**src/rtl/playback_if.sv**
```systemverilog
// Handshake/control bundle between the playback controller and the display, buttons and frame loader.
// Controller side drives the load request and status; environment drives vsync, buttons and load_ack.
interface playback_if #(
    parameter int FRAME_W = 13
);
    logic               vsync;
    logic               btn_play;
    logic               btn_restart;
    logic               load_req;
    logic               load_ack;
    logic [FRAME_W-1:0] frame_idx;
    logic               playing;
    logic               done;

    modport master (
        input  vsync, btn_play, btn_restart, load_ack,
        output load_req, frame_idx, playing, done
    );

    modport slave (
        output vsync, btn_play, btn_restart, load_ack,
        input  load_req, frame_idx, playing, done
    );
endinterface

```
**src/rtl/playback_controller.sv**
```systemverilog
// Frame sequencer: paces frame advances on vsync edges and issues a req/ack load per frame.
// All outputs registered (one cycle after the deciding input); load_req held until load_ack.
module playback_controller #(
    parameter int NUM_FRAMES      = 6572,
    parameter int FRAME_W         = 13,
    parameter int VSYNC_PER_FRAME = 2,
    parameter int LOOP            = 0
) (
    input  logic      clk,
    input  logic      reset,
    playback_if.master bus
);

    typedef enum logic [2:0] {
        S_IDLE,
        S_LOAD,
        S_WAIT,
        S_PAUSED,
        S_DONE
    } state_t;

    localparam logic [FRAME_W-1:0] LAST_IDX  = FRAME_W'(NUM_FRAMES - 1);
    localparam logic [7:0]         VCNT_LAST = 8'(VSYNC_PER_FRAME - 1);

    state_t             state_q, state_d;
    logic [FRAME_W-1:0] frame_q, frame_d;
    logic [7:0]         vcnt_q, vcnt_d;
    logic               pend_pause_q, pend_pause_d;
    logic               pend_restart_q, pend_restart_d;
    logic               req_gap_q, req_gap_d;
    logic               vsync_prev_q;
    logic               load_req_q, playing_q, done_q;

    logic               vsync_edge;
    logic               pause_eff;
    logic               restart_eff;

    assign vsync_edge  = bus.vsync & ~vsync_prev_q;
    // Button pulses arriving on the ack cycle still count toward the pending decision.
    assign pause_eff   = pend_pause_q ^ bus.btn_play;
    assign restart_eff = pend_restart_q | bus.btn_restart;

    always_comb begin
        state_d        = state_q;
        frame_d        = frame_q;
        vcnt_d         = vcnt_q;
        pend_pause_d   = pend_pause_q;
        pend_restart_d = pend_restart_q;
        req_gap_d      = 1'b0;

        case (state_q)
            S_IDLE, S_DONE: begin
                if (bus.btn_restart || bus.btn_play) begin
                    state_d = S_LOAD;
                    frame_d = '0;
                    vcnt_d  = '0;
                end
            end

            S_LOAD: begin
                pend_pause_d   = pause_eff;
                pend_restart_d = restart_eff;
                // During the one-cycle request gap after a restart no load is outstanding.
                if (!req_gap_q && bus.load_ack) begin
                    pend_pause_d   = 1'b0;
                    pend_restart_d = 1'b0;
                    vcnt_d         = '0;
                    if (restart_eff) begin
                        frame_d   = '0;
                        req_gap_d = 1'b1;
                    end else if (pause_eff) begin
                        state_d = S_PAUSED;
                    end else begin
                        state_d = S_WAIT;
                    end
                end
            end

            S_WAIT: begin
                if (bus.btn_restart) begin
                    state_d = S_LOAD;
                    frame_d = '0;
                    vcnt_d  = '0;
                end else if (bus.btn_play) begin
                    state_d = S_PAUSED;
                end else if (vsync_edge) begin
                    if (vcnt_q < VCNT_LAST) begin
                        vcnt_d = vcnt_q + 8'd1;
                    end else if (frame_q < LAST_IDX) begin
                        state_d = S_LOAD;
                        frame_d = frame_q + FRAME_W'(1);
                        vcnt_d  = '0;
                    end else if (LOOP != 0) begin
                        state_d = S_LOAD;
                        frame_d = '0;
                        vcnt_d  = '0;
                    end else begin
                        state_d = S_DONE;
                    end
                end
            end

            S_PAUSED: begin
                if (bus.btn_restart) begin
                    state_d = S_LOAD;
                    frame_d = '0;
                    vcnt_d  = '0;
                end else if (bus.btn_play) begin
                    state_d = S_WAIT;
                    vcnt_d  = '0;
                end
            end

            default: state_d = S_IDLE;
        endcase
    end

    always_ff @(posedge clk) begin
        if (reset) begin
            state_q        <= S_IDLE;
            frame_q        <= '0;
            vcnt_q         <= '0;
            pend_pause_q   <= 1'b0;
            pend_restart_q <= 1'b0;
            req_gap_q      <= 1'b0;
            vsync_prev_q   <= 1'b1;
            load_req_q     <= 1'b0;
            playing_q      <= 1'b0;
            done_q         <= 1'b0;
        end else begin
            state_q        <= state_d;
            frame_q        <= frame_d;
            vcnt_q         <= vcnt_d;
            pend_pause_q   <= pend_pause_d;
            pend_restart_q <= pend_restart_d;
            req_gap_q      <= req_gap_d;
            vsync_prev_q   <= bus.vsync;
            load_req_q     <= (state_d == S_LOAD) && !req_gap_d;
            playing_q      <= (state_d == S_LOAD) || (state_d == S_WAIT);
            done_q         <= (state_d == S_DONE);
        end
    end

    assign bus.load_req  = load_req_q;
    assign bus.frame_idx = frame_q;
    assign bus.playing   = playing_q;
    assign bus.done      = done_q;

endmodule

```
**src/flat_wrapper.sv**
```systemverilog
// flat-port wrapper written by rule: the top's interface ports become plain ports
module playback_controller_flat 
#(
    parameter int NUM_FRAMES      = 6572,
    parameter int FRAME_W         = 13,
    parameter int VSYNC_PER_FRAME = 2,
    parameter int LOOP            = 0
)
  (clk, reset, bus_vsync, bus_btn_play, bus_btn_restart, bus_load_ack, bus_load_req, bus_frame_idx, bus_playing, bus_done);
  playback_if #(.FRAME_W(FRAME_W)) bus_i ();
  input  logic clk;
  input  logic reset;
  input wire logic [$bits(bus_i.vsync)-1:0] bus_vsync;
  input wire logic [$bits(bus_i.btn_play)-1:0] bus_btn_play;
  input wire logic [$bits(bus_i.btn_restart)-1:0] bus_btn_restart;
  input wire logic [$bits(bus_i.load_ack)-1:0] bus_load_ack;
  output wire logic [$bits(bus_i.load_req)-1:0] bus_load_req;
  output wire logic [$bits(bus_i.frame_idx)-1:0] bus_frame_idx;
  output wire logic [$bits(bus_i.playing)-1:0] bus_playing;
  output wire logic [$bits(bus_i.done)-1:0] bus_done;
  assign bus_i.vsync = bus_vsync;
  assign bus_i.btn_play = bus_btn_play;
  assign bus_i.btn_restart = bus_btn_restart;
  assign bus_i.load_ack = bus_load_ack;
  assign bus_load_req = bus_i.load_req;
  assign bus_frame_idx = bus_i.frame_idx;
  assign bus_playing = bus_i.playing;
  assign bus_done = bus_i.done;
  playback_controller #(.NUM_FRAMES(NUM_FRAMES), .FRAME_W(FRAME_W), .VSYNC_PER_FRAME(VSYNC_PER_FRAME), .LOOP(LOOP)) u_core (.clk(clk), .reset(reset), .bus(bus_i));
endmodule
```
**config.mk**
```make
export PLATFORM = sky130hd
export DESIGN_NAME = playback_controller_flat
export DESIGN_NICKNAME = d
export VERILOG_FILES = /design/src/rtl/playback_if.sv /design/src/rtl/playback_controller.sv /design/src/flat_wrapper.sv
export SDC_FILE = /design/constraint.sdc
export NUM_CORES = 1
export LEC_CHECK = 0
export BUFFER_PORTS_ARGS = -buffer_cell sky130_fd_sc_hd__buf_2
export CAP_MARGIN = 20
export CORE_MARGIN = 2
export CORE_UTILIZATION = 50
export DETAILED_ROUTE_END_ITERATION = 16
export PLACE_DENSITY_LB_ADDON = 0.3
export SYNTH_ARGS = -nofsm -noshare
export SYNTH_HDL_FRONTEND = slang
export SYNTH_SLANG_ARGS = --single-unit
```
**constraint.sdc**
```tcl
create_clock -name clk -period 2.9 [get_ports clk]
set_input_delay 0 -clock clk [delete_from_list [all_inputs] [get_ports clk]]
set_output_delay 0 -clock clk [all_outputs]
set_load 0.005 [all_outputs]
```
; Yosys cells after proc, flatten, opt, wreduce, memory -nomap -nowiden
; Index checks and enable logic that the tools add are counted.
[totals]
reg_bits = 31
output_inout_bits = 16
[op_classes]
n_addsub = 2
n_lt_le_gt_ge = 2
eq_ne = 17
n_mux = 37
bitwise = 4
n_reduce_logical = 11
[op_table]
columns = op, n
row1 = 13-bit two-way mux, 9
row2 = 8-bit two-way mux, 9
row3 = 13-bit case mux with 4 select lines, 1
row4 = 8-bit case mux with 4 select lines, 1
row5 = 3-bit two-way mux, 10
row6 = 13-bit by 1-bit adder with 13-bit output (second input constant), 1
row7 = 13-bit < comparator (second input constant), 1
row8 = 3-bit case mux with 4 select lines, 1
row9 = 3-bit by 2-bit == test with 1-bit output (second input constant), 3
row10 = 3-bit != test (second input constant), 3
row11 = 9-bit AND reduction, 1
row12 = 8-bit by 1-bit adder with 8-bit output (second input constant), 1
row13 = 8-bit by 1-bit < comparator with 1-bit output (second input constant), 1
row14 = 7-bit AND reduction, 1
row15 = 3-bit by 1-bit == test with 1-bit output (second input constant), 2
row16 = 3-bit == test (second input constant), 2
row17 = 1-bit two-way mux, 6
row18 = 2-bit by 1-bit != test with 1-bit output (second input constant), 3
row19 = 3-bit by 2-bit != test with 1-bit output (second input constant), 2
row20 = 4-bit by 2-bit != test with 1-bit output (second input constant), 1
row21 = 4-bit nonzero test, 1
row22 = 3-bit logical NOT, 1
row23 = 1-bit logical AND, 2
row24 = 1-bit logical NOT, 2
row25 = 7 further kinds, 8

; Longest topological paths before layout
[logic_depth]
depth_word = 9
ltp_mapped = 8
depth_no_buf = 7

; Least setup slack after synthesis
; OpenSTA, ideal clock, no wires.
[synth_path]
path_type = reg-to-reg
from = reg u_core.vcnt_q[0]
to = reg u_core.vcnt_q[7]
setup_time_ps = 70
t_arrival_ps = 1813
required_ps = 2830
slack_ps = 1018
path_stages_with_launch = 9
cell_sequence = dfxtp_1 -> inv_1 -> ha_1 -> nor4b_4 -> nand2_1 -> and3_1 -> clkbuf_1 -> or4_1 -> a21oi_1
[synth_via]
elab_chain_cells = 6
[synth_lines]
columns = element, line_no
row1 = start: declaration, playback_controller.sv:27  ; logic [7:0] vcnt_q, vcnt_d;
row2 = start signal: assignment, playback_controller.sv:133  ; vcnt_q <= vcnt_d;
row3 = 8-bit by 1-bit adder with 8-bit output or 8-bit by 1-bit < comparator with 1-bit output (tied branches), "playback_controller.sv:88, playback_controller.sv:87"
row4 = 8-bit two-way mux, playback_controller.sv:87  ; if (vcnt_q < VCNT_LAST) begin
row5 = 8-bit two-way mux, playback_controller.sv:86  ; end else if (vsync_edge) begin
row6 = 8-bit two-way mux, playback_controller.sv:84  ; end else if (bus.btn_play) begin
row7 = 8-bit two-way mux, playback_controller.sv:80  ; if (bus.btn_restart) begin
row8 = 8-bit case mux with 4 select lines, playback_controller.sv:51  ; case (state_q)
; Parallel ways exist; a longest one is shown, timed or not. The select of a mux whose other input is x is not followed.
; A chain may end at the register's enable or synchronous reset.

; Final worst setup path
[layout_path]
from = reg u_core.state_q[1]
to = reg u_core.frame_q[9], in the netlist u_core.bus.frame_idx[9]
[layout_via]
elab_chain_cells = 4
[layout_lines]
columns = element, line_no
row1 = start: declaration, playback_controller.sv:25  ; state_t state_q, state_d;
row2 = start signal: assignment, playback_controller.sv:131  ; state_q <= state_d;
row3 = 3-bit == test or 3-bit logical NOT (tied branches), playback_controller.sv:51
row4 = 2-bit OR reduction, playback_controller.sv:51
row5 = 2-bit by 1-bit != test with 1-bit output (no line) or 4-bit nonzero test (tied branches), -
row6 = 9-bit AND reduction (no line), -
row7 = end signal: assignment, playback_controller.sv:132  ; frame_q <= frame_d;
row8 = end: declaration, playback_controller.sv:26  ; logic [FRAME_W-1:0] frame_q, frame_d;
; Parallel ways exist; a longest one is shown, timed or not.

==> flow_summary.ini <==
[drt]
remaining_drc_errors = 0
wl_um = 3740
postRouteAntennaNets = 0
viasPerCell = 5.887
first_iter_violations = 136
routed-via-count = 1619
first_pass_iters = 4
wl_per_cell_um = 13.60

[critical_path]
r2r-start = u_core.state_q[1]$_SDFF_PP0_
crit_path_end_kind = flip-flop
criticalPathCategory = reg -> reg
reg2reg_slack_ns = 0.83
path_cells = or2_2 > o211ai_2 > o211ai_4 > or4_1 > a21oi_1
cp-start-kind = flip-flop
cp_slowest_stage_delay_ns = 0.51
crit_arrival_ns = 2.35
path_delay_family = simple AND/OR/NAND/NOR gates
crit_required_ns = 3.18
crit_end = u_core.bus.frame_idx[9]$_SDFFE_PP0P_
crit_buf_inv = 0
crit_fanout = 17
cp_slowest_cell = or4_1
cp.depth = 5
reg2reg_to = u_core.bus.frame_idx[9]$_SDFFE_PP0P_
cp-startpoint = u_core.state_q[1]$_SDFF_PP0_
r2r_cells = 5

[floorplanning]
ios = 22
num_rows = 21
die_area_mm2 = 0.003939
dieWidth_um = 62.77
initial_core_util = 0.5174
core_area_mm2 = 0.003337
fp.dieH_um = 62.77

[placement]
dpl.cell_count = 265
dpl_cell_area_mm2 = 0.001866
pre_cts_slack_ns = 0.8805
io_buffers = 21
dpl.hpwl_um = 2675
routabilityCongestion = 0.8767

[synth]
synth_enable_flop_cells = 0
synth.largest_area_cell = dfxtp_1
ys_seq_elements = 31
async_flop_share = 0
yosysUniqueCellTypes = 48
yosys_warnings = 0
synth_area_mm2 = 0.001727
seq_area_frac_synth = 0.3594
syn-num-nets = 213
synth_cells = 204
synthFlopType = dfxtp_1
syn_area_per_cell_um2 = 8.464
yosys-top-cells-area = dfxtp_1, a21oi_1, nand3_1
synth.top_cell.area_share = 0.3594

[final_layout]
multi_input_area_mm2 = 0.001052
nNetsFinal = 237
drive_gt1_frac = 0.1834
final_cells = 275
seq_area_um2 = 620.6
fin_area_mm2 = 0.001954
syn_to_final_growth_pct = 13.19
final.fill_count = 319
diodes = 0

[flow_run]
drv_cap = 0

[global_routing]
grt_pass1_vias = 1496
grt_max_degree = 18
antenna_found_initial = 0
track_usage = 0.2128
grt.overflow.total = 0
grt_pass1_wl_um = 6734

[clock_network]
cts_sinks = 31
clock_latency_ns = 0.34
cts_post_setup_buffers_inserted = 0
h-tree-depth = 2
clk_pin_slew_ns = 0.09
ctsRootBufferMaster = clkbuf_4
clk_path_buf_depth = 2
cts_made_buffers = 5
cts_tree = built
cts_resized = 0
hold_buffers = 2

[pwr]
power.leakage_nw = 0.7501
peakVddDrop_mv = 0.2792
power.total_mw = 0.8492
power_density_mw_per_mm2 = 434.5

[timing]
finalMaxSlewViolations = 0
finalCritPeriodShare = 0.7145
finalHoldViolCount = 0
fin_crit_ns = 2.072
relSlewSlack = 0.4987
finalSetupViolCount = 0
worst_slew_pin_slew_ns = 0.7484
grt_setup_unrepaired = no
fin_setup_tns_ns = 0
fmax_ghz = 0.4826
fin_ws_ns = 0.8279
clock_skew_ns = 0.009410

[worst_hold_path]
holdPathStages = 2
hold_path_class = in -> reg

[outcome]
status = completed
[flip-flops by register name, summed over array words and instances, names as in the netlist]
name,flops
u_core.bus.done,1
u_core.bus.frame_idx,13
u_core.bus.load_req,1
u_core.bus.playing,1
u_core.pend_pause_q,1
u_core.pend_restart_q,1
u_core.req_gap_q,1
u_core.state_q,3
u_core.vcnt_q,8
u_core.vsync_prev_q,1
[cell families after synthesis]
kind of cell	after synthesis	synth area share
AOI/OAI and AO/OA	57	0.2275
xor gates and xnor gates	1	0.005073
adders and majority gates	3	0.02174
buffers and inverters	13	0.03116
DFF	31	0.3594
muxes	4	0.02319
and+or+nand+nor	95	0.3319
[layer usage]
metal,track usage,up-vias,share of wire,wire [µm]
li1,-,828,-,-
met4,0.1056,0,0.022,82
met3,0.04685,10,0.034,126
met2,0.3212,29,0.45,1683
met5,0,-,0,0
met1,0.2864,752,0.49,1847
[cells in the final DEF, fill, tap and decap left out, drive strengths merged, types with 2 or more instances in the layout]
cell and n:
a211oi 3, a21o 2, a21oi 20, a31oi 5, and2 2, and3 10
buf 22, clkbuf 8, dfxtp 31, dlygate4sd3 2, ha 3, inv 6
mux2i 4, nand2 11, nand2b 7, nand3 19, nand4 2, nor2 11
nor2b 2, nor3 4, nor3b 2, nor4 4, o211ai 3, o21ai 7
o31ai 9, o32ai 2, or2 3, or3 2, or4 10
[metrics by stage]
stage	util	hold slack [ns]
5_1_grt	0.5857	0.03496
4_1_cts	0.5857	0.004817
2_1_floorplan	-	0.07161
3_5_place_dp	0.5591	0.2204
6_report	0.5857	0.009862
3_3_place_gp	0.5591	0.2160
[worst min path at each step]
stage,from,end,slack [ns]
2_1_floorplan,reset,u_core.state_q[1]$_SDFF_PP0_,0.07
3_3_place_gp,bus_vsync,u_core.vsync_prev_q$_SDFF_PP1_,0.22
3_5_place_dp,bus_vsync,u_core.vsync_prev_q$_SDFF_PP1_,0.22
4_1_cts,reset,u_core.pend_pause_q$_SDFFE_PP0P_,0.005
5_1_grt,reset,u_core.state_q[1]$_SDFF_PP0_,0.03
6_report,reset,u_core.pend_pause_q$_SDFFE_PP0P_,0.01
[synth_stat cells (2+ instances only)]
cell,count
o31ai_1,9
or2_2,3
ha_1,3
inv_1,6
a31oi_1,5
or3_1,2
nor4_1,3
nor3b_1,2
nor3_1,4
buf_2,4
mux2i_1,4
dfxtp_1,31
or4_1,10
nand3_1,19
a21o_1,2
nor2b_1,2
and3_1,10
o32ai_1,2
a211oi_1,2
nand2b_1,7
o21ai_0,7
nor2_1,11
nand4_1,2
a21oi_1,19
nand2_1,10
clkbuf_1,3
[layout make-up]
cell class                      instances  share of cell area
Multi-Input combinational cell        160              0.5384
Sequential cell                        31              0.3175
Timing Repair Buffer                   24             0.06786
Clock buffer                            8             0.03521
Tap cell                               46             0.02945
Inverter                                6             0.01152
[power breakdown]
group | switching [mW] | internal, mW | total [mW]
Sequential | 0.0112 | 0.436 | 0.447
Combinational | 0.0707 | 0.0429 | 0.114
Clock | 0.146 | 0.142 | 0.288
Total | 0.228 | 0.621 | 0.849
(Power assumes the default switching activity.)
